--- src/rtl/riscv_inst_encoder_pkg.sv ---
// Shared RV32I encoding definitions: op indices, opcode/funct fields, NOP word, formats.
package riscv_inst_encoder_pkg;

  // Operation indices, in decoder order.
  localparam logic [5:0] OpAdd   = 6'd0;
  localparam logic [5:0] OpSub   = 6'd1;
  localparam logic [5:0] OpXor   = 6'd2;
  localparam logic [5:0] OpOr    = 6'd3;
  localparam logic [5:0] OpAnd   = 6'd4;
  localparam logic [5:0] OpSll   = 6'd5;
  localparam logic [5:0] OpSrl   = 6'd6;
  localparam logic [5:0] OpSra   = 6'd7;
  localparam logic [5:0] OpSlt   = 6'd8;
  localparam logic [5:0] OpSltu  = 6'd9;
  localparam logic [5:0] OpAddi  = 6'd10;
  localparam logic [5:0] OpXori  = 6'd11;
  localparam logic [5:0] OpOri   = 6'd12;
  localparam logic [5:0] OpAndi  = 6'd13;
  localparam logic [5:0] OpSlli  = 6'd14;
  localparam logic [5:0] OpSrli  = 6'd15;
  localparam logic [5:0] OpSrai  = 6'd16;
  localparam logic [5:0] OpSlti  = 6'd17;
  localparam logic [5:0] OpSltiu = 6'd18;
  localparam logic [5:0] OpLb    = 6'd19;
  localparam logic [5:0] OpLh    = 6'd20;
  localparam logic [5:0] OpLw    = 6'd21;
  localparam logic [5:0] OpLbu   = 6'd22;
  localparam logic [5:0] OpLhu   = 6'd23;
  localparam logic [5:0] OpSb    = 6'd24;
  localparam logic [5:0] OpSh    = 6'd25;
  localparam logic [5:0] OpSw    = 6'd26;
  localparam logic [5:0] OpBeq   = 6'd27;
  localparam logic [5:0] OpBne   = 6'd28;
  localparam logic [5:0] OpBlt   = 6'd29;
  localparam logic [5:0] OpBge   = 6'd30;
  localparam logic [5:0] OpBltu  = 6'd31;
  localparam logic [5:0] OpBgeu  = 6'd32;
  localparam logic [5:0] OpJal   = 6'd33;
  localparam logic [5:0] OpJalr  = 6'd34;
  localparam logic [5:0] OpLui   = 6'd35;
  localparam logic [5:0] OpAuipc = 6'd36;
  localparam logic [5:0] OpLast  = OpAuipc;

  // Major opcodes.
  localparam logic [6:0] OpcOp     = 7'b0110011;
  localparam logic [6:0] OpcOpImm  = 7'b0010011;
  localparam logic [6:0] OpcLoad   = 7'b0000011;
  localparam logic [6:0] OpcStore  = 7'b0100011;
  localparam logic [6:0] OpcBranch = 7'b1100011;
  localparam logic [6:0] OpcJal    = 7'b1101111;
  localparam logic [6:0] OpcJalr   = 7'b1100111;
  localparam logic [6:0] OpcLui    = 7'b0110111;
  localparam logic [6:0] OpcAuipc  = 7'b0010111;

  // funct3 values (ALU, load, store, branch share some encodings).
  localparam logic [2:0] F3Add  = 3'd0;
  localparam logic [2:0] F3Sll  = 3'd1;
  localparam logic [2:0] F3Slt  = 3'd2;
  localparam logic [2:0] F3Sltu = 3'd3;
  localparam logic [2:0] F3Xor  = 3'd4;
  localparam logic [2:0] F3Srl  = 3'd5;
  localparam logic [2:0] F3Or   = 3'd6;
  localparam logic [2:0] F3And  = 3'd7;
  localparam logic [2:0] F3B    = 3'd0;
  localparam logic [2:0] F3H    = 3'd1;
  localparam logic [2:0] F3W    = 3'd2;
  localparam logic [2:0] F3Bu   = 3'd4;
  localparam logic [2:0] F3Hu   = 3'd5;
  localparam logic [2:0] F3Beq  = 3'd0;
  localparam logic [2:0] F3Bne  = 3'd1;
  localparam logic [2:0] F3Blt  = 3'd4;
  localparam logic [2:0] F3Bge  = 3'd5;
  localparam logic [2:0] F3Bltu = 3'd6;
  localparam logic [2:0] F3Bgeu = 3'd7;

  localparam logic [6:0] F7Base = 7'b0000000;
  localparam logic [6:0] F7Alt  = 7'b0100000;

  // ADDI x0, x0, 0
  localparam logic [31:0] NopWord = 32'h0000_0013;

  typedef enum logic [2:0] {FmtR, FmtI, FmtSh, FmtS, FmtB, FmtJ, FmtU} fmt_e;

  typedef struct packed {
    fmt_e       fmt;
    logic [6:0] opcode;
    logic [2:0] funct3;
    logic [6:0] funct7;
  } op_info_t;

  // Static per-op encoding fields; unknown ops fall back to the NOP fields.
  function automatic op_info_t op_info(input logic [5:0] op);
    op_info_t info;
    info = '{FmtI, OpcOpImm, F3Add, F7Base};
    case (op)
      OpAdd:   info = '{FmtR,  OpcOp,     F3Add,  F7Base};
      OpSub:   info = '{FmtR,  OpcOp,     F3Add,  F7Alt};
      OpXor:   info = '{FmtR,  OpcOp,     F3Xor,  F7Base};
      OpOr:    info = '{FmtR,  OpcOp,     F3Or,   F7Base};
      OpAnd:   info = '{FmtR,  OpcOp,     F3And,  F7Base};
      OpSll:   info = '{FmtR,  OpcOp,     F3Sll,  F7Base};
      OpSrl:   info = '{FmtR,  OpcOp,     F3Srl,  F7Base};
      OpSra:   info = '{FmtR,  OpcOp,     F3Srl,  F7Alt};
      OpSlt:   info = '{FmtR,  OpcOp,     F3Slt,  F7Base};
      OpSltu:  info = '{FmtR,  OpcOp,     F3Sltu, F7Base};
      OpAddi:  info = '{FmtI,  OpcOpImm,  F3Add,  F7Base};
      OpXori:  info = '{FmtI,  OpcOpImm,  F3Xor,  F7Base};
      OpOri:   info = '{FmtI,  OpcOpImm,  F3Or,   F7Base};
      OpAndi:  info = '{FmtI,  OpcOpImm,  F3And,  F7Base};
      OpSlli:  info = '{FmtSh, OpcOpImm,  F3Sll,  F7Base};
      OpSrli:  info = '{FmtSh, OpcOpImm,  F3Srl,  F7Base};
      OpSrai:  info = '{FmtSh, OpcOpImm,  F3Srl,  F7Alt};
      OpSlti:  info = '{FmtI,  OpcOpImm,  F3Slt,  F7Base};
      OpSltiu: info = '{FmtI,  OpcOpImm,  F3Sltu, F7Base};
      OpLb:    info = '{FmtI,  OpcLoad,   F3B,    F7Base};
      OpLh:    info = '{FmtI,  OpcLoad,   F3H,    F7Base};
      OpLw:    info = '{FmtI,  OpcLoad,   F3W,    F7Base};
      OpLbu:   info = '{FmtI,  OpcLoad,   F3Bu,   F7Base};
      OpLhu:   info = '{FmtI,  OpcLoad,   F3Hu,   F7Base};
      OpSb:    info = '{FmtS,  OpcStore,  F3B,    F7Base};
      OpSh:    info = '{FmtS,  OpcStore,  F3H,    F7Base};
      OpSw:    info = '{FmtS,  OpcStore,  F3W,    F7Base};
      OpBeq:   info = '{FmtB,  OpcBranch, F3Beq,  F7Base};
      OpBne:   info = '{FmtB,  OpcBranch, F3Bne,  F7Base};
      OpBlt:   info = '{FmtB,  OpcBranch, F3Blt,  F7Base};
      OpBge:   info = '{FmtB,  OpcBranch, F3Bge,  F7Base};
      OpBltu:  info = '{FmtB,  OpcBranch, F3Bltu, F7Base};
      OpBgeu:  info = '{FmtB,  OpcBranch, F3Bgeu, F7Base};
      OpJal:   info = '{FmtJ,  OpcJal,    F3Add,  F7Base};
      OpJalr:  info = '{FmtI,  OpcJalr,   F3Add,  F7Base};
      OpLui:   info = '{FmtU,  OpcLui,    F3Add,  F7Base};
      OpAuipc: info = '{FmtU,  OpcAuipc,  F3Add,  F7Base};
      default: info = '{FmtI,  OpcOpImm,  F3Add,  F7Base};
    endcase
    return info;
  endfunction

endpackage

--- src/rtl/riscv_inst_encoder_imm_pack.sv ---
// Scatters an immediate into its bit positions for a given instruction format.
module riscv_imm_pack
  import riscv_inst_encoder_pkg::*;
(
  input  fmt_e        i_fmt,
  input  logic [31:0] i_imm,
  output logic [31:0] o_bits
);

  // Immediate bits only; every non-immediate field is left zero.
  always_comb begin
    o_bits = '0;
    case (i_fmt)
      FmtI:    o_bits = {i_imm[11:0], 20'b0};
      FmtSh:   o_bits = {7'b0, i_imm[4:0], 20'b0};
      FmtS:    o_bits = {i_imm[11:5], 13'b0, i_imm[4:0], 7'b0};
      FmtB:    o_bits = {i_imm[12], i_imm[10:5], 13'b0, i_imm[4:1], i_imm[11], 7'b0};
      FmtJ:    o_bits = {i_imm[20], i_imm[10:1], i_imm[11], i_imm[19:12], 12'b0};
      FmtU:    o_bits = {i_imm[31:12], 12'b0};
      default: o_bits = '0;
    endcase
  end

endmodule

--- src/rtl/riscv_inst_encoder.sv ---
// Two-stage RV32I encoder: stage 1 decodes/range-checks, stage 2 assembles the word.
module riscv_inst_encoder
  import riscv_inst_encoder_pkg::*;
#(
  parameter int unsigned CNT_W = 16,
  parameter int unsigned ERR_W = 8
) (
  input  logic             clk,
  input  logic             rst_n,
  input  logic             in_valid,
  output logic             in_ready,
  input  logic [5:0]       in_op,
  input  logic [4:0]       in_rd,
  input  logic [4:0]       in_rs1,
  input  logic [4:0]       in_rs2,
  input  logic [31:0]      in_imm,
  output logic             out_valid,
  input  logic             out_ready,
  output logic [31:0]      out_inst,
  output logic             out_err,
  output logic [CNT_W-1:0] enc_count,
  output logic [ERR_W-1:0] err_count
);

  logic               w_s2_free, w_s1_adv, w_accept, w_xfer;
  op_info_t           w_info;
  logic               w_err;
  logic signed [31:0] w_imm_s;
  logic [31:0]        w_imm_bits, w_word;

  logic               r_s1_valid, r_s1_err;
  op_info_t           r_s1_info;
  logic [4:0]         r_s1_rd, r_s1_rs1, r_s1_rs2;
  logic [31:0]        r_s1_imm;

  logic               r_s2_valid, r_s2_err;
  logic [31:0]        r_s2_inst;

  logic [CNT_W-1:0]   r_enc_cnt;
  logic [ERR_W-1:0]   r_err_cnt;

  // Stage 2 can take a new word if empty or its word leaves this cycle.
  assign w_s2_free = !r_s2_valid || out_ready;
  assign w_s1_adv  = r_s1_valid && w_s2_free;
  assign in_ready  = !r_s1_valid || w_s2_free;
  assign w_accept  = in_valid && in_ready;
  assign w_xfer    = r_s2_valid && out_ready;
  assign w_imm_s   = $signed(in_imm);

  // Decode the incoming op and flag operands that cannot be encoded.
  always_comb begin
    w_info = op_info(in_op);
    w_err  = 1'b0;
    if (in_op > OpLast) begin
      w_err = 1'b1;
    end else begin
      case (w_info.fmt)
        FmtI, FmtS: w_err = (w_imm_s < -32'sd2048) || (w_imm_s > 32'sd2047);
        FmtSh:      w_err = |in_imm[31:5];
        FmtB:       w_err = (w_imm_s < -32'sd4096) || (w_imm_s > 32'sd4094) || in_imm[0];
        FmtJ:       w_err = (w_imm_s < -32'sd1048576) || (w_imm_s > 32'sd1048574) || in_imm[0];
        FmtU:       w_err = |in_imm[11:0];
        default:    w_err = 1'b0;
      endcase
    end
  end

  // Stage 1 register: holds the decoded bundle until stage 2 takes it.
  always_ff @(posedge clk or negedge rst_n) begin
    if (!rst_n) begin
      r_s1_valid <= 1'b0;
      r_s1_err   <= 1'b0;
      r_s1_info  <= '0;
      r_s1_rd    <= '0;
      r_s1_rs1   <= '0;
      r_s1_rs2   <= '0;
      r_s1_imm   <= '0;
    end else if (w_accept) begin
      r_s1_valid <= 1'b1;
      r_s1_err   <= w_err;
      r_s1_info  <= w_info;
      r_s1_rd    <= in_rd;
      r_s1_rs1   <= in_rs1;
      r_s1_rs2   <= in_rs2;
      r_s1_imm   <= in_imm;
    end else if (w_s1_adv) begin
      r_s1_valid <= 1'b0;
    end
  end

  riscv_imm_pack u_imm_pack (
    .i_fmt  (r_s1_info.fmt),
    .i_imm  (r_s1_imm),
    .o_bits (w_imm_bits)
  );

  // Assemble the word: only fields the format owns are filled in.
  always_comb begin
    w_word      = w_imm_bits;
    w_word[6:0] = r_s1_info.opcode;
    case (r_s1_info.fmt)
      FmtR, FmtSh: begin
        w_word[11:7]  = r_s1_rd;
        w_word[14:12] = r_s1_info.funct3;
        w_word[19:15] = r_s1_rs1;
        w_word[31:25] = r_s1_info.funct7;
        if (r_s1_info.fmt == FmtR) w_word[24:20] = r_s1_rs2;
      end
      FmtI: begin
        w_word[11:7]  = r_s1_rd;
        w_word[14:12] = r_s1_info.funct3;
        w_word[19:15] = r_s1_rs1;
      end
      FmtS, FmtB: begin
        w_word[14:12] = r_s1_info.funct3;
        w_word[19:15] = r_s1_rs1;
        w_word[24:20] = r_s1_rs2;
      end
      FmtJ, FmtU: w_word[11:7] = r_s1_rd;
      default: ;
    endcase
    if (r_s1_err) w_word = NopWord;
  end

  // Stage 2 / output register: only reloads when free, so a stalled word stays put.
  always_ff @(posedge clk or negedge rst_n) begin
    if (!rst_n) begin
      r_s2_valid <= 1'b0;
      r_s2_inst  <= NopWord;
      r_s2_err   <= 1'b0;
    end else if (w_s1_adv) begin
      r_s2_valid <= 1'b1;
      r_s2_inst  <= w_word;
      r_s2_err   <= r_s1_err;
    end else if (out_ready) begin
      r_s2_valid <= 1'b0;
    end
  end

  // Transfer counters: total wraps, error count saturates.
  always_ff @(posedge clk or negedge rst_n) begin
    if (!rst_n) begin
      r_enc_cnt <= '0;
      r_err_cnt <= '0;
    end else if (w_xfer) begin
      r_enc_cnt <= r_enc_cnt + CNT_W'(1);
      if (r_s2_err && (r_err_cnt != '1)) r_err_cnt <= r_err_cnt + ERR_W'(1);
    end
  end

  assign out_valid = r_s2_valid;
  assign out_inst  = r_s2_inst;
  assign out_err   = r_s2_err;
  assign enc_count = r_enc_cnt;
  assign err_count = r_err_cnt;

endmodule

--- config.mk ---
export PLATFORM = sky130hd
export DESIGN_NAME = riscv_inst_encoder
export DESIGN_NICKNAME = d
export VERILOG_FILES = /design/src/rtl/riscv_inst_encoder_pkg.sv /design/src/rtl/riscv_inst_encoder_imm_pack.sv /design/src/rtl/riscv_inst_encoder.sv
export SDC_FILE = /design/constraint.sdc
export NUM_CORES = 1
export LEC_CHECK = 0
export CORE_UTILIZATION = 55
export DETAILED_ROUTE_END_ITERATION = 10
export DONT_BUFFER_PORTS = 1
export PLACE_DENSITY = 0.7
export SLEW_MARGIN = 20
export SYNTH_ARGS = -nofsm -noshare
export SYNTH_HDL_FRONTEND = slang
export SYNTH_SLANG_ARGS = --single-unit
export TNS_END_PERCENT = 50
--- constraint.sdc ---
create_clock -name clk -period 2.7 [get_ports clk]
set_input_delay 0.675 -clock clk [delete_from_list [all_inputs] [get_ports clk]]
set_output_delay 0.675 -clock clk [all_outputs]
set_load 0.02 [all_outputs]
### After elaboration in Yosys (flattened, before gate mapping)

Memory sizes are Yosys's and may differ from the RTL's.
Cells that the tools add are included.

| word-level totals | value |
|---|---|
| register bits after elaboration | 127 |
| bits in read-only memories | 768 |
| input bits | 57 |
| output and inout port bits | 59 |
| word-level logic and storage cells | 75 |
| memories | 1 |

Memories:

| memory | words | width | rd ports | clocked after memory_dff | wr ports | RTL line | text |
|---|---|---|---|---|---|---|---|
| (no name shown) | 64 | 12 | 1 | 0 | 0 | riscv_inst_encoder_pkg.sv:95 | `case (op)` |

| operators by class | value |
|---|---|
| add/sub/neg operators | 2 |
| $lt $le $gt $ge | 7 |
| eq/ne operators | 13 |
| multiplexer cells | 13 |
| reduce and logical (&&, ||, !) cells | 24 |

Operators by type and width:

| cell | number |
|---|---|
| case mux 32 bit (6 select lines) | 1 |
| > comparator 32 x 12 -> 1 bit, second input constant | 1 |
| > comparator 32 x 13 -> 1 bit, second input constant | 1 |
| > comparator 32 x 21 -> 1 bit, second input constant | 1 |
| < comparator 32 x 12 -> 1 bit, second input constant | 1 |
| < comparator 32 x 13 -> 1 bit, second input constant | 1 |
| < comparator 32 x 21 -> 1 bit, second input constant | 1 |
| two-way mux 32 bit | 1 |
| OR reduction 27 bit | 1 |
| == test 3 bit, second input constant | 6 |
| adder 16 x 1 -> 16 bit, second input constant | 1 |
| == test 3 x 2 -> 1 bit, second input constant | 4 |
| OR reduction 12 bit | 1 |
| two-way mux 5 bit | 2 |
| case mux 5 bit (2 select lines) | 1 |
| OR reduction 5 bit | 2 |
| adder 8 x 1 -> 8 bit, second input constant | 1 |
| two-way mux 8 bit | 1 |
| != test 8 bit, second input constant | 1 |
| logical OR 1 bit | 7 |
| two-way mux 7 bit | 1 |
| == test 3 x 1 -> 1 bit, second input constant | 2 |
| > comparator 6 bit, second input constant | 1 |
| OR reduction 2 bit | 3 |
| 7 further kinds | 16 |

### Depth between registers and ports, before layout

Gate-level depths: netlist of the first run.

| logic depth | value |
|---|---|
| word-level depth | 5 |
| gate-level depth with buffers | 9 |
| depth with buffers taken out | 8 |

### By module

From an unflattened synthesis of the first run, not the netlist that was laid out.

| unflattened totals | value |
|---|---|
| cells, all modules | 658 |
| area, all modules | 6,089.6 um2 |

By module, submodules not included:

| module | times used | cells each | area an instance (um2) | seq. area each (um2) |
|---|---|---|---|---|
| riscv_inst_encoder | 1 | 577 | 5,509.0 | 2,980.4 |
| riscv_imm_pack | 1 | 81 | 580.6 | 0.0 |

### Worst setup path before layout of the first run

Ideal clock, no wire load.

| path | value |
|---|---|
| kind | in2reg |
| start | input in_op[2] |
| end | register r_s1_err |
| library setup time | 0.092 ns |
| data arrival time | 2.141 ns |
| data required time | 2.608 ns |
| path slack | 0.467 ns |
| stages | 9 |
| path buffers | 1 |
| path through | buf_2 > inv_1 > ha_1 > nor2b_1 > o21ai_1 > a221oi_2 > nand2b_1 > o221ai_2 > o31ai_2 |

| between the ends | value |
|---|---|
| cells in the longest elaborated chain, start to end | 5 |
| elaborated cells on any way between the ends | 11 |
| those cells by class | order compare (1); eq/ne (6); mux (2); reduce/logical (1); memory (1) |

RTL lines:

| what | RTL line | text |
|---|---|---|
| start, declared | riscv_inst_encoder.sv:12 | `input logic [5:0] in_op,` |
| memory read (64 x 12 bit) | - |  |
| == test 3 x 1 -> 1 bit / == test 3 x 2 -> 1 bit (equally long branches) | riscv_inst_encoder.sv:57 | `case (w_info.fmt)` |
| OR reduction 2 bit | riscv_inst_encoder.sv:57 |  |
| case mux 1 bit (5 select lines) | riscv_inst_encoder.sv:57 |  |
| two-way mux 1 bit (*) | riscv_inst_encoder.sv:54 | `if (in_op > OpLast) begin` |
| end signal, assigned | riscv_inst_encoder.sv:80 | `r_s1_err <= w_err;` |
| end, declared | riscv_inst_encoder.sv:31 | `logic r_s1_valid, r_s1_err;` |

Every way passes the cells marked *; elsewhere a longest branch is shown, timed or not.
A chain may end at the register's enable or synchronous reset.

### Worst setup path after layout of the first run

| path | value |
|---|---|
| start | register r_s2_valid, in the netlist out_valid |
| end | output in_ready |

| between the ends | value |
|---|---|
| cells in the longest elaborated chain, start to end | 3 |

RTL lines:

| what | RTL line | text |
|---|---|---|
| start, declared | riscv_inst_encoder.sv:36 | `logic r_s2_valid, r_s2_err;` |
| start signal, assigned | riscv_inst_encoder.sv:128 | `r_s2_valid <= 1'b0;` |
| start signal, assigned | riscv_inst_encoder.sv:132 | `r_s2_valid <= 1'b1;` |
| start signal, assigned | riscv_inst_encoder.sv:136 | `r_s2_valid <= 1'b0;` |
| zero test 1 bit | riscv_inst_encoder.sv:43 | `assign w_s2_free = !r_s2_valid \|\| out_ready;` |
| logical OR 1 bit | riscv_inst_encoder.sv:43 |  |
| logical OR 1 bit | riscv_inst_encoder.sv:45 | `assign in_ready = !r_s1_valid \|\| w_s2_free;` |
| end, declared | riscv_inst_encoder.sv:11 | `output logic in_ready,` |

No other way between the ends.

==> key figures, run 1 <==
Pwr
  – VDD IR max: 0.6037 mV
  – Power per Cell Area: 819.3 nW/um^2
  – Leak: 3.013 nW
  – Pwr Total: 0.005401 W

CTS
  – Num CTS Buffers: 17
  – CTS tree: yes
  – CTS sink count: 119
  – Resized Gates After CTS: 0
  – Root Driver: clkbuf_8
  – Post-CTS Setup Inserts: 0
  – CTS Buffer Depth: 2
  – Clock insertion delay at the later pin of the skew report: 0.52 ns
  – Reg clk slew, reported paths: 0.06 ns
  – H-tree levels: 4

Layout
  – Final nets: 729
  – Diodes inserted: 0
  – Layout cells sized above 1: 7.715%
  – Area added between synthesis and finish: 10.90%
  – Sequential cell area: 2980 sq um
  – Layout Cells excl Fill: 810
  – Core Util, Final: 63.29%
  – Multi-input logic area: 2764 sq um
  – Layout fillers: 874

Route
  – 1st-iter DRT viols: 310
  – DR DRC count: 0
  – Wire per inst: 17.50 microns
  – Vias after detailed routing: 4741
  – Post-route ant nets: 0
  – Drt pass-1 iters: 5
  – DRT Wirelength: 14180 microns
  – Vias/cell: 5.853

Synth
  – Flops & latches, synth: 119
  – Top-area cell type share of the netlist area: 49.25%
  – Leading area contributor after synthesis: dfrtp_1
  – Most used flip-flop cell after synthesis: dfrtp_1
  – Synth Cell Area: 5944 sq um
  – Count leader, synth: nand2_1
  – Distinct cells, synth: 54
  – Post-synthesis async set-or-reset flop share: 100.0%
  – Seq/Total Area, Yosys: 50.14%
  – Post-synth EDFFs: 0
  – Synth warn: 0
  – Post-Syn Nets: 741
  – Avg Cell Area, Syn: 8.833 sq um
  – Area contributors post-synth: dfrtp_1, nand2_1, o21ai_0, a22oi_1, ha_1
  – Top post-synthesis cells by count: nand2_1, dfrtp_1, o21ai_0, nor2_1, clkbuf_1
  – Cells after Synth: 673

Setup path
  – CP arrival: 1.49 ns
  – R2r startpoint: out_valid
  – Critical path endpoint: in_ready
  – Worst Setup SP: out_valid
  – Worst setup EP type: output port
  – CP required: 2.03 ns
  – Crit path max fanout: 7
  – CP max stage delay: 0.57 ns
  – Bufs and invs on worst path: 0
  – CP startpoint kind: register
  – Reg2Reg Setup Slack: 0.65 ns
  – Critical path depth: 1
  – Crit-path cells: nand3b_1
  – Crit-path leading delay family: flip-flops
  – Critical path's slowest cell: dfrtp_1
  – R2R Path End: r_s1_imm[10]
  – Crit path kind: register to output port
  – R2R depth: 5

Floorplanning
  – Effective utilization at floorplan: 57.07%
  – Total core area: 10420 sq um
  – Die Y: 106.0 microns
  – DIE WIDTH: 106.0 microns
  – DIE AREA: 11230 sq um
  – Rows: 37
  – Num ports: 116

Timing
  – Final min period: 2.162 ns
  – Final-report hold violation count: 117
  – Setup_tns: 0 ns
  – Final worst-path cycle share: 80.06%
  – Fin. max-slew vios: 0
  – Final hold slack: -0.1529 ns
  – Final Skew: 0.009515 ns
  – Final setup viols: 0
  – Max_slew headroom: 42.19%
  – Max Freq: 462.6 MHz
  – Worst Max-Slew Pin Slew: 0.8671 ns
  – RSZ-0062 raised after global routing: no

Place
  – Dpl hpwl: 9509 microns
  – Routability cong.: 0.9109
  – Number of buffers added on ports: 0
  – Inst Count DP: 778

Global routing
  – Gr usage total: 26.76%
  – First-pass GRT wire length: 23230 microns
  – Overflow after GRT: 0
  – Number of global-route vias before repair: 4650
  – Pin count of the biggest net entering global routing: 120
  – Initial antenna violation count: 0

Status
  – Status: complete, but fails checks
  – Failing checks: hold timing

Min path
  – HP Class: input pin to async pin

Job
  – Max cap viols: 0
## cell usage in the layout, fill, tap and decap left out, types with 11 or more instances in the layout
cell type / count
dfrtp_1: 117
nand2b_1: 15
nand2_1: 206
o21ai_0: 53
a22oi_1: 20
nor2_1: 31
mux2i_1: 13
nand4_1: 16
ha_1: 11
a21oi_1: 23
clkbuf_16: 16
xnor2_1: 13
nor2b_1: 14
o21ai_1: 11
## through the flow
stage	area [sq um]	setup WS (ns)
after floorplan	5944	0.4674
after global placement	6017	0.4469
after detailed placement	6017	0.3080
after CTS	6593	0.5230
after global routing	6593	0.4731
final	6593	0.5384
## routing by layer
layer | wire length, microns | GRT usage (%)
met5 | 0 | 0
met4 | 179 | 10.91
met3 | 1132 | 7.725
met2 | 6482 | 40.52
met1 | 6382 | 36.24
## how the worst min path moves through the flow
stage                from  cells after the start       endpoint
finish              rst_n                      0   err_count[2]
detailed placement  rst_n                      0   err_count[3]
CTS                 rst_n                      0  enc_count[13]
floorplan           rst_n                      0   enc_count[0]
global placement    rst_n                      0   err_count[3]
global route        rst_n                      0   enc_count[3]
## report_power, final
group	total [W]	leakage, nW	internal [W]	switching (W)
combinational	0.000686	1.22	0.000306	0.000380
sequential	0.00254	1.51	0.00206	0.000483
clock	0.00217	0.281	0.00140	0.000770
total	0.00540	3.01	0.00377	0.00163
## kinds of logic after synthesis
kind of cell	Yosys count	share of synthesized area [%]
AOI/OAI and AO/OA	137	14.12
xor gates and xnor gates	22	3.242
adders and majority gates	11	2.315
DFF	119	50.14
buffers and inverters	48	3.431
muxes	18	3.325
and+or+nand+nor	318	23.43
## flip-flops by register name (all words and copies together), names as in the netlist
name        cells
r_s1_valid      1
err_count       8
out_valid       1
r_s1_err        1
r_s1_imm       32
out_err         1
r_s1_info      13
r_s1_rs1        5
r_s1_rd         5
enc_count      16
r_s1_rs2        5
out_inst       31
## area by class of cell
type                    instances  area share, %
multi-input cells             506          41.92
clock inverters                 8          1.442
clock buffers                  24          7.288
repair buffers                  7         0.9869
well taps                     136          2.581
inverters                      10         0.5694
flip-flops and latches        119          45.21
No activity file was read; power rests on OpenSTA's default activity.
==> run 2, diff against run 1 <==
==> constraint.sdc (replaced) <==
create_clock -name clk -period 2 [get_ports clk]
set_input_delay 0.5 -clock clk [delete_from_list [all_inputs] [get_ports clk]]
set_output_delay 0.5 -clock clk [all_outputs]
set_load 0.02 [all_outputs]
==> run 2 against run 1 <==
Against the previous run: the flow still finishes with violations (hold timing); core utilization up 1.5 points; final area up 2.4%; clock power up 43%; sequential cell count unchanged; sequential power up 34%; sequential share of layout area down 1.1 points; cell count up 2.2%.
==> key figures, run 2 (same netlist as run 1, synthesis figures left out) <==
Layout
  – Layout cells sized above 1: 10.26%
  – Layout fillers: 886
  – Core Util, Final: 64.84%
  – Most common cell after layout, fill and taps aside: nand2_1
  – Area added between synthesis and finish: 13.62%
  – Final nets: 747
  – Sequential cell area: 2980 sq um
  – Biggest register: r_s1_imm
  – Commonest non-fill, non-tap cells in the layout: nand2_1, dfrtp_1, o21ai_0
  – Multi-input logic area: 2764 sq um
  – Final Cell Area: 6754 sq um
  – Diodes inserted: 0
  – Max reg flops: 32
  – Layout Cells excl Fill: 828

Place
  – Inst Count DP: 796
  – Placed cell areas: 6152 sq um
  – Dpl hpwl: 9933 microns
  – Routability cong.: 0.9234
  – Number of buffers added on ports: 0

Floorplanning
  – DIE WIDTH: 106.0 microns
  – Effective utilization at floorplan: 57.07%
  – DIE AREA: 11230 sq um
  – Die Y: 106.0 microns
  – Num ports: 116
  – Rows: 37
  – Total core area: 10420 sq um

Setup path
  – CP required: 1.50 ns
  – CP startpoint kind: register
  – CP arrival: 1.26 ns
  – Worst Setup SP: out_valid
  – Critical path endpoint: in_ready
  – Reg2Reg Setup Slack: 0.30 ns
  – R2r startpoint: err_count[1]
  – R2R depth: 6
  – Crit path kind: register to output port
  – Worst setup EP type: output port
  – Crit path max fanout: 4
  – R2R Path End: err_count[6]

Timing
  – Final Skew: 0.01102 ns
  – Final-report hold violation count: 119
  – Max Freq: 569.4 MHz
  – Final worst-path cycle share: 87.81%
  – Worst Max-Slew Pin Slew: 0.8636 ns
  – Max_slew headroom: 42.42%
  – RSZ-0062 raised after global routing: no
  – Final setup viols: 0
  – Final hold slack: -0.3255 ns
  – Final min period: 1.756 ns
  – Fin. max-slew vios: 0

Route
  – Wire per inst: 17.12 microns
  – Post-route ant nets: 0
  – 1st-iter DRT viols: 415
  – Vias after detailed routing: 4836
  – DR DRC count: 0
  – DRT Wirelength: 14170 microns
  – Vias/cell: 5.841
  – Drt pass-1 iters: 5

Pwr
  – Power per Cell Area: 1117 nW/um^2
  – Leak: 3.097 nW
  – VDD IR max: 0.7538 mV
  – Pwr Total: 0.007545 W

Global routing
  – Overflow after GRT: 0
  – Gr usage total: 26.84%
  – Initial antenna violation count: 0
  – Pin count of the biggest net entering global routing: 120
  – Number of global-route vias before repair: 4724
  – First-pass GRT wire length: 23320 microns

CTS
  – Num CTS Buffers: 17
  – CTS Buffer Depth: 2
  – Resized Gates After CTS: 0
  – CTS tree: yes
  – Reg clk slew, reported paths: 0.06 ns
  – H-tree levels: 4
  – Root Driver: clkbuf_8
  – Clock insertion delay at the later pin of the skew report: 0.52 ns
  – CTS sink count: 119

Job
  – Max cap viols: 0

Status
  – Failing checks: hold timing
  – Status: complete, but fails checks

Min path
  – HP Class: input pin to async pin
## run 2: critical path: stages, from the launching register on
cell and delay [ns]:
dfrtp_1 0.40, nand3b_1 0.16, buf_4 0.18
## run 2: metal layers
layer  GRT usage, %  wire length [microns]  up-vias
li1               -                      -     2303
met1          36.67                   6388     2316
met2          41.74                   6387      204
met3          7.296                   1240       13
met4          8.532                    156        0
met5              0                      0        -
## run 2: final cells by class
class	instances	area share, %
sequential	119	44.13
multi-input combinational	506	40.92
clock buffer	20	6.299
timing repair buffer	25	2.964
clock inverter	12	2.612
tap	136	2.519
inverter	10	0.5558
## run 2: where the power goes
group	total (W)	switching [W]	internal [W]
combinational	0.00104	0.000577	0.000467
sequential	0.00340	0.000618	0.00278
clock	0.00310	0.00108	0.00202
total	0.00755	0.00228	0.00527
## run 2: worst min-delay path by stage
stage	startpoint	end	slack [ns]	depth (start not counted)
finish	rst_n	err_count[2]	-0.33	0
global route	rst_n	err_count[3]	-0.35	0
CTS	rst_n	err_count[2]	-0.35	0
detailed placement	rst_n	err_count[3]	0.21	0
global placement	rst_n	err_count[3]	0.21	0
floorplan	rst_n	enc_count[0]	0.20	0
## run 2: stage by stage
step / TNS [ns] / setup WS (ns)
floorplan: 0 / 0.0001785
global placement: 0 / 0.001245
detailed placement: -0.09896 / -0.09896
CTS: 0 / 0.2192
global route: 0 / 0.1608
finish: 0 / 0.2439
## run 2: what timing repair did
item | CTS | global route
endpoints found under the setup margin | 0 | 0
setup buffers | 0 | 0
endpoints found under the hold margin | 119 | 119
==> run 3, diff against run 2 <==
--- a/config.mk
+++ b/config.mk
@@ -5,10 +5,9 @@
 export SDC_FILE = /design/constraint.sdc
 export NUM_CORES = 1
 export LEC_CHECK = 0
-export CORE_UTILIZATION = 55
+export CORE_UTILIZATION = 40
 export DETAILED_ROUTE_END_ITERATION = 10
 export DONT_BUFFER_PORTS = 1
-export PLACE_DENSITY = 0.7
 export SLEW_MARGIN = 20
 export SYNTH_ARGS = -nofsm -noshare
 export SYNTH_HDL_FRONTEND = slang
==> run 3 against run 2 <==
Against the previous run: the flow still finishes with violations (hold timing); combinational power hardly changed; sequential share of layout area decreased by 0.12 points; clock skew shrank 0.0043 ns; critical path type is now input pin to register; final area rose by 0.28%; largest power group unchanged; cell count rose by 5.1%; sequential power about the same; total power shrank 0.48%; worst setup slack worse by 0.017 ns; clock power barely moved.
==> key figures, run 3 (same netlist as run 1, synthesis figures left out) <==
Global routing
  – Pin count of the biggest net entering global routing: 120
  – Gr usage total: 20.77%
  – Number of global-route vias before repair: 4736
  – GR Util met2: 32.99%
  – First-pass GRT wire length: 24050 microns
  – Grt met1 use: 26.05%
  – Initial antenna violation count: 0
  – GRT busiest layer: met2
  – GRT met3 Usage: 7.372%
  – Overflow after GRT: 0

Route
  – 1st-iter DRT viols: 245
  – Vias after detailed routing: 4785
  – Post-route ant nets: 0
  – Vias/cell: 5.500
  – Wire per inst: 17.59 microns
  – DR DRC count: 0
  – DRT Wirelength: 15300 microns
  – Drt pass-1 iters: 5

Place
  – Dpl hpwl: 10870 microns
  – Inst Count DP: 839
  – Number of buffers added on ports: 0
  – Routability cong.: 0.8237
  – Post-Place Setup Slack: -0.1527 ns

Layout
  – Layout Cells excl Fill: 870
  – Final nets: 742
  – Most common cell after layout, fill and taps aside: nand2_1
  – Layout cells sized above 1: 9.621%
  – Area added between synthesis and finish: 13.93%
  – Max reg flops: 32
  – Diodes inserted: 0
  – Commonest non-fill, non-tap cells in the layout: nand2_1, dfrtp_1, o21ai_0
  – Biggest register: r_s1_imm

Timing
  – Final hold slack: -0.2154 ns
  – Final min period: 1.773 ns
  – Fin. max-slew vios: 0
  – PnR worst setup slack: 0.2272 ns
  – Final Skew: 0.006755 ns
  – Final worst-path cycle share: 88.64%
  – Worst Max-Slew Pin Slew: 0.8866 ns
  – Max Freq: 564.1 MHz
  – Final setup viols: 0
  – Final-report hold violation count: 119
  – Max_slew headroom: 40.89%
  – RSZ-0062 raised after global routing: no

CTS
  – CTS tree: yes
  – CTS sink count: 119
  – Post-CTS Setup Inserts: 0
  – Root Driver: clkbuf_16
  – Reg clk slew, reported paths: 0.05 ns
  – Clock insertion delay at the later pin of the skew report: 0.41 ns
  – CTS Buffer Depth: 2
  – H-tree levels: 4
  – Resized Gates After CTS: 0
  – Num CTS Buffers: 17

Setup path
  – Worst setup EP type: register
  – Crit-path cells: inv_1 -> ha_1 -> nor2_1 -> a2111oi_0 -> a311o_2 -> a21boi_2 -> o221ai_2 -> o31ai_2
  – Critical path's slowest cell: a2111oi_0
  – Crit path kind: input pin to register
  – CP arrival: 2.09 ns
  – Crit path max fanout: 8
  – CP required: 2.32 ns
  – CP startpoint kind: input pin
  – CP max stage delay: 0.37 ns

Floorplanning
  – Die Y: 123.9 microns
  – Num ports: 116
  – DIE WIDTH: 123.9 microns
  – DIE AREA: 15350 sq um
  – Effective utilization at floorplan: 40.90%
  – Rows: 44
  – Total core area: 14530 sq um

Min path
  – HP Class: input pin to async pin

Pwr
  – VDD IR max: 0.7357 mV
  – Leak: 3.095 nW
  – Power per Cell Area: 1109 nW/um^2

Job
  – Max cap viols: 0

Status
  – Failing checks: hold timing
  – Status: complete, but fails checks
-- run 3: final timing paths --
check	depth (start not counted)	endpoint	slack (ns)	start
max	8	r_s1_err	0.23	in_op[1]
min	0	err_count[5]	-0.22	rst_n
max reg2reg	6	err_count[6]	0.28	err_count[1]
min reg2reg	1	r_s1_info[11]	0.47	r_s1_info[11]
max in group asynchronous	0	out_inst[4]	2.02	rst_n
min in group clk	2	r_s1_rs2[0]	0.19	in_rs2[0]
-- run 3: where the power goes --
| part | internal, W | switching (W) |
|---|---|---|
| sequential | 0.00278 | 0.000622 |
| combinational | 0.000452 | 0.000577 |
| clock | 0.00204 | 0.00104 |
| total | 0.00527 | 0.00224 |
-- run 3: stage by stage --
step | total power [W] | util [%] | hold slack (ns) | instance area (sq um) | setup TNS [ns]
2_1_floorplan | 0.004143 | - | 0.2044 | 5947 | 0
3_3_place_gp | 0.004411 | 42.48 | 0.2069 | 6175 | -0.01119
3_5_place_dp | 0.004479 | 42.48 | 0.2068 | 6175 | -0.1527
4_1_cts | 0.007600 | 46.60 | -0.2380 | 6773 | 0
5_1_grt | 0.007884 | 46.60 | -0.2407 | 6773 | 0
6_report | 0.007509 | 46.60 | -0.2154 | 6773 | 0
-- run 3: critical path: cells and delay by family --
family | cells | cell delay, ns
fa+ha+maj | 1 | 0.29
compound gates | 5 | 1.12
simple gates | 1 | 0.07
buf+inv | 1 | 0.09
-- run 3: area by class of cell --
| cell class | count | area, sq um |
|---|---|---|
| Clock inverter | 9 | 123.9 |
| Inverter | 10 | 37.54 |
| Clock buffer | 22 | 474.2 |
| Tap cell | 184 | 230.2 |
| Sequential cell | 119 | 2980 |
| Fill cell | 1414 | 7761 |
| Multi-Input combinational cell | 506 | 2764 |
| Timing Repair Buffer | 20 | 162.7 |
-- run 3: metal layers --
layer,routed length (microns),up-vias
met5,0,-
met4,153,0
met3,1296,13
met2,7072,157
met1,6779,2311
li1,-,2304
==> RTL edit 1 (config.mk and constraints of run 3) <==
The parameter `ERR_W` goes from 8 to 9.
--- a/src/rtl/riscv_inst_encoder.sv
+++ b/src/rtl/riscv_inst_encoder.sv
@@ -4,5 +4,5 @@
 #(
   parameter int unsigned CNT_W = 16,
-  parameter int unsigned ERR_W = 8
+  parameter int unsigned ERR_W = 9
 ) (
   input  logic             clk,
Interface: changed (resized err_count); port bits go from 116 to 117. No check against the original RTL was run, so the function may have changed too.
==> RTL edit 1 against run 3 <==
- the run still ends with hold timing left
- sequential cell count grew 1
- largest power group unchanged
- final area grew 1.3%
- total power increased by 4.2%
- clock skew increased by 2.2 ps
- largest cell class unchanged
- setup slack lost 31 ps
- synthesized area increased by 0.55%
- critical endpoint is now out_inst[17]
- cell count decreased by 9.8%
- wire length down 7.0%
==> RTL edit 1: results (changes against run 3) <==
* HPWL after DPL at 10.1 mm (-7.0%)
* Worst reg-to-reg path cell count at 4 (-2)
* Static Leakage at 2.89 nW (-6.5%)
* Avg Cell Area, Syn at 10.3 um2 (+17%)
* Hold WS at -216 ps (-0.580 ps)
* Layout Utilization at 0.472 (+0.00620)
* Sequential share of the synthesized area at 0.503 (+0.00146)
* Multi-input logic area at 2780 um2 (+0.72%)
* Final non-clock buffer share at 0.0281 (+0.00406)
* Final #Nets at 657 (-11%)
* Status: complete, but fails checks
* R2R Setup Slk at 200 ps (-80 ps)
* Crit. Startpoint: r_s1_info[18]
* Post-Synth XOR/XNOR Area at 0.0322 (-0.000176)
* Clock tree buffer count of the final layout at 24 (+9.1%)
* Slowest-stage cell, CP: o21ai_1
* GR Util met3 at 0.0698 (-0.00389)
* Failing checks: hold timing
* Multi-In Gates at 414 (-18%)
* Die area at 15400 um2 (+0.54%)
* Post-placement cell count at 753 (-10%)
* Critical Path Fanout Max at 20 (+12)
* Syn_nets at 647 (-13%)
* Fillers at 1314 (-7.1%)
* Vias in the first global route at 4508 (-4.8%)
* Met3 routed WL at 1.00 mm (-23%)
* Met2 track demand over resource at 0.298 (-0.0315)
* Top cells by count, synth: dfrtp_1, nand2_1, o21ai_0
* Area fraction in compound gates after synthesis at 0.142 (+0.000697)
* Peak VDD IR at 0.649 mV (-12%)
* Clock buf/inv share at 0.0888 (+0.000482)
* Final wirelength at 14.2 mm (-7.0%)
* Placed cell areas at 6250 um2 (+1.2%)
* Internal Power at 0.00556 W (+5.4%)
* Post-synthesis mux area share at 0.124 (+0.0903)
* WL/cell at 18.1 um (+3.1%)
* Worst-Margin Slew at 870 ps (-17.0 ps)
* Initial antenna violation count at 1 (+1)
* GPL Wtd Cong at 0.853 (+3.5%)
* Register share of the cell area at 0.438 (-0.00213)
* Synth Area in Adders at 0.0251 (+0.00197)
* WL met1 at 6.18 mm (-8.9%)
* Vias per cell at 5.68 (+3.3%)
* Number of sequential cells at 120 (+0.84%)
* Final hold vios at 120 (+0.84%)
* R2r endpoint: out_inst[17]
[RTL edit 1: cell types whose count changed after synthesis, moves of 4 or more]
cell and change:
clkbuf_1 -9, mux2_2 +49, nand2_1 -131, o21ai_0 +4, o21ai_1 -10, o31ai_1 +4
[RTL edit 1: power groups by stage]
stage | sequential (W) | clock (W) | combinational [W]
final | 0.00338 | 0.00310 | 0.00135
after global placement | 0.00340 | 0 | 0.00132
after detailed placement | 0.00342 | 0 | 0.00136
after global routing | 0.00343 | 0.00329 | 0.00151
after CTS | 0.00338 | 0.00317 | 0.00136
after floorplan | 0.00345 | 0 | 0.000889
[RTL edit 1: per-stage QoR]
stage	power (W)	setup slack (ps)
3_5_place_dp	0.00477	-102
4_1_cts	0.00792	153
5_1_grt	0.00824	58.9
6_report	0.00783	196
3_3_place_gp	0.00472	-5.96
2_1_floorplan	0.00434	58.9
==> RTL edit 2 (flow settings as in run 3) <==
Without the edit above. Reset style: synchronous (`rst_n`), changed in 3 clocked blocks.
--- a/src/rtl/riscv_inst_encoder.sv
+++ b/src/rtl/riscv_inst_encoder.sv
@@ -67,5 +67,5 @@
 
   // Stage 1 register: holds the decoded bundle until stage 2 takes it.
-  always_ff @(posedge clk or negedge rst_n) begin
+  always_ff @(posedge clk) begin
     if (!rst_n) begin
       r_s1_valid <= 1'b0;
@@ -124,5 +124,5 @@
 
   // Stage 2 / output register: only reloads when free, so a stalled word stays put.
-  always_ff @(posedge clk or negedge rst_n) begin
+  always_ff @(posedge clk) begin
     if (!rst_n) begin
       r_s2_valid <= 1'b0;
@@ -139,5 +139,5 @@
 
   // Transfer counters: total wraps, error count saturates.
-  always_ff @(posedge clk or negedge rst_n) begin
+  always_ff @(posedge clk) begin
     if (!rst_n) begin
       r_enc_cnt <= '0;
Function: differs if rst_n is asserted again (counterexample within 4 cycles, from zero or initial values and one cycle with rst_n low); with rst_n held inactive, the same outputs for 4 cycles.
==> RTL edit 2 against run 3 <==
- global-route usage grew 0.37 points
- wire length is 0.56% lower
- synthesized area decreased by 2.8%
- final area barely moved
- setup slack worse by 130 ps
- sequential cell count unchanged
- cell count grew 2.1%
Power is not compared: it rests on default switching activity, and its combinational part moved more than twofold at a synthesized area within 25%.
==> RTL edit 2: results (changes against run 3) <==
* Status: finished, final reports clean
* Met3 routed WL at 1.17 mm (-9.6%)
* HPWL after DPL at 11.0 mm (+1.3%)
* Top cells by count, synth: nand2_1, dfxtp_1, a21boi_0
* CP Launch Type: flip-flop
* Placed cell areas at 6120 um2 (-0.87%)
* Met2 track demand over resource at 0.321 (-0.00853)
* Hold WS at 231 ps (+447 ps)
* R2R Setup Slk at 200 ps (-80 ps)
* Post-placement cell count at 856 (+2.0%)
* Synth Flop Type: dfxtp_1
* Layout cells sized above 1 at 0.117 (+0.0210)
* GR Util met3 at 0.0702 (-0.00349)
* Synth unique cells at 60 (+11%)
* GR Layer Usage met1 at 0.277 (+0.0163)
* Metal2 WL at 6.79 mm (-3.9%)
* Sequential share of the synthesized area at 0.412 (-0.0891)
* Slew headroom at 0.376 (-0.0325)
* WL/cell at 17.1 um (-2.6%)
* Clock Skew at 5.65 ps (-1.10 ps)
* CP arrival at 1400 ps (-690 ps)
* Critical Path Fanout Max at 5 (-3)
* Final wirelength at 15.2 mm (-0.56%)
* GRT Overall Usage at 0.211 (+0.00373)
* GPL Wtd Cong at 0.822 (-0.24%)
* Final #Nets at 763 (+2.8%)
* Vias in the first global route at 4734 (-0.042%)
* Vias per cell at 5.58 (+1.4%)
* First-pass GRT wire length at 24.3 mm (+1.1%)
RTL edit 2: final cells by class:
cell class / instances / area, um2 / area share
Multi-Input combinational cell: 505 / 3130 / 0.463
Inverter: 13 / 48.8 / 0.00721
Clock inverter: 12 / 200 / 0.0296
Timing Repair Buffer: 39 / 330 / 0.0488
Sequential cell: 119 / 2380 / 0.352
Tap cell: 180 / 225 / 0.0333
Clock buffer: 20 / 447 / 0.0660
RTL edit 2: kinds of logic (layout without fill, tap and decap cells):
family / count (synthesis) / in the layout / share of synthesized area
multiplexers: 12 / 12 / 0.0245
buffers and inverters: 60 / 84 / 0.0472
adder cells (fa/ha/maj): 11 / 11 / 0.0238
AO/OA/AOI/OAI: 179 / 179 / 0.225
AND/OR/NAND/NOR: 288 / 288 / 0.245
XOR/XNOR: 15 / 15 / 0.0227
flip-flops: 119 / 119 / 0.412
RTL edit 2: power breakdown:
group	switching (W)	internal (W)
clock network	0.00106	0.00224
logic	0.000258	0.000216
registers	0.0000860	0.00246
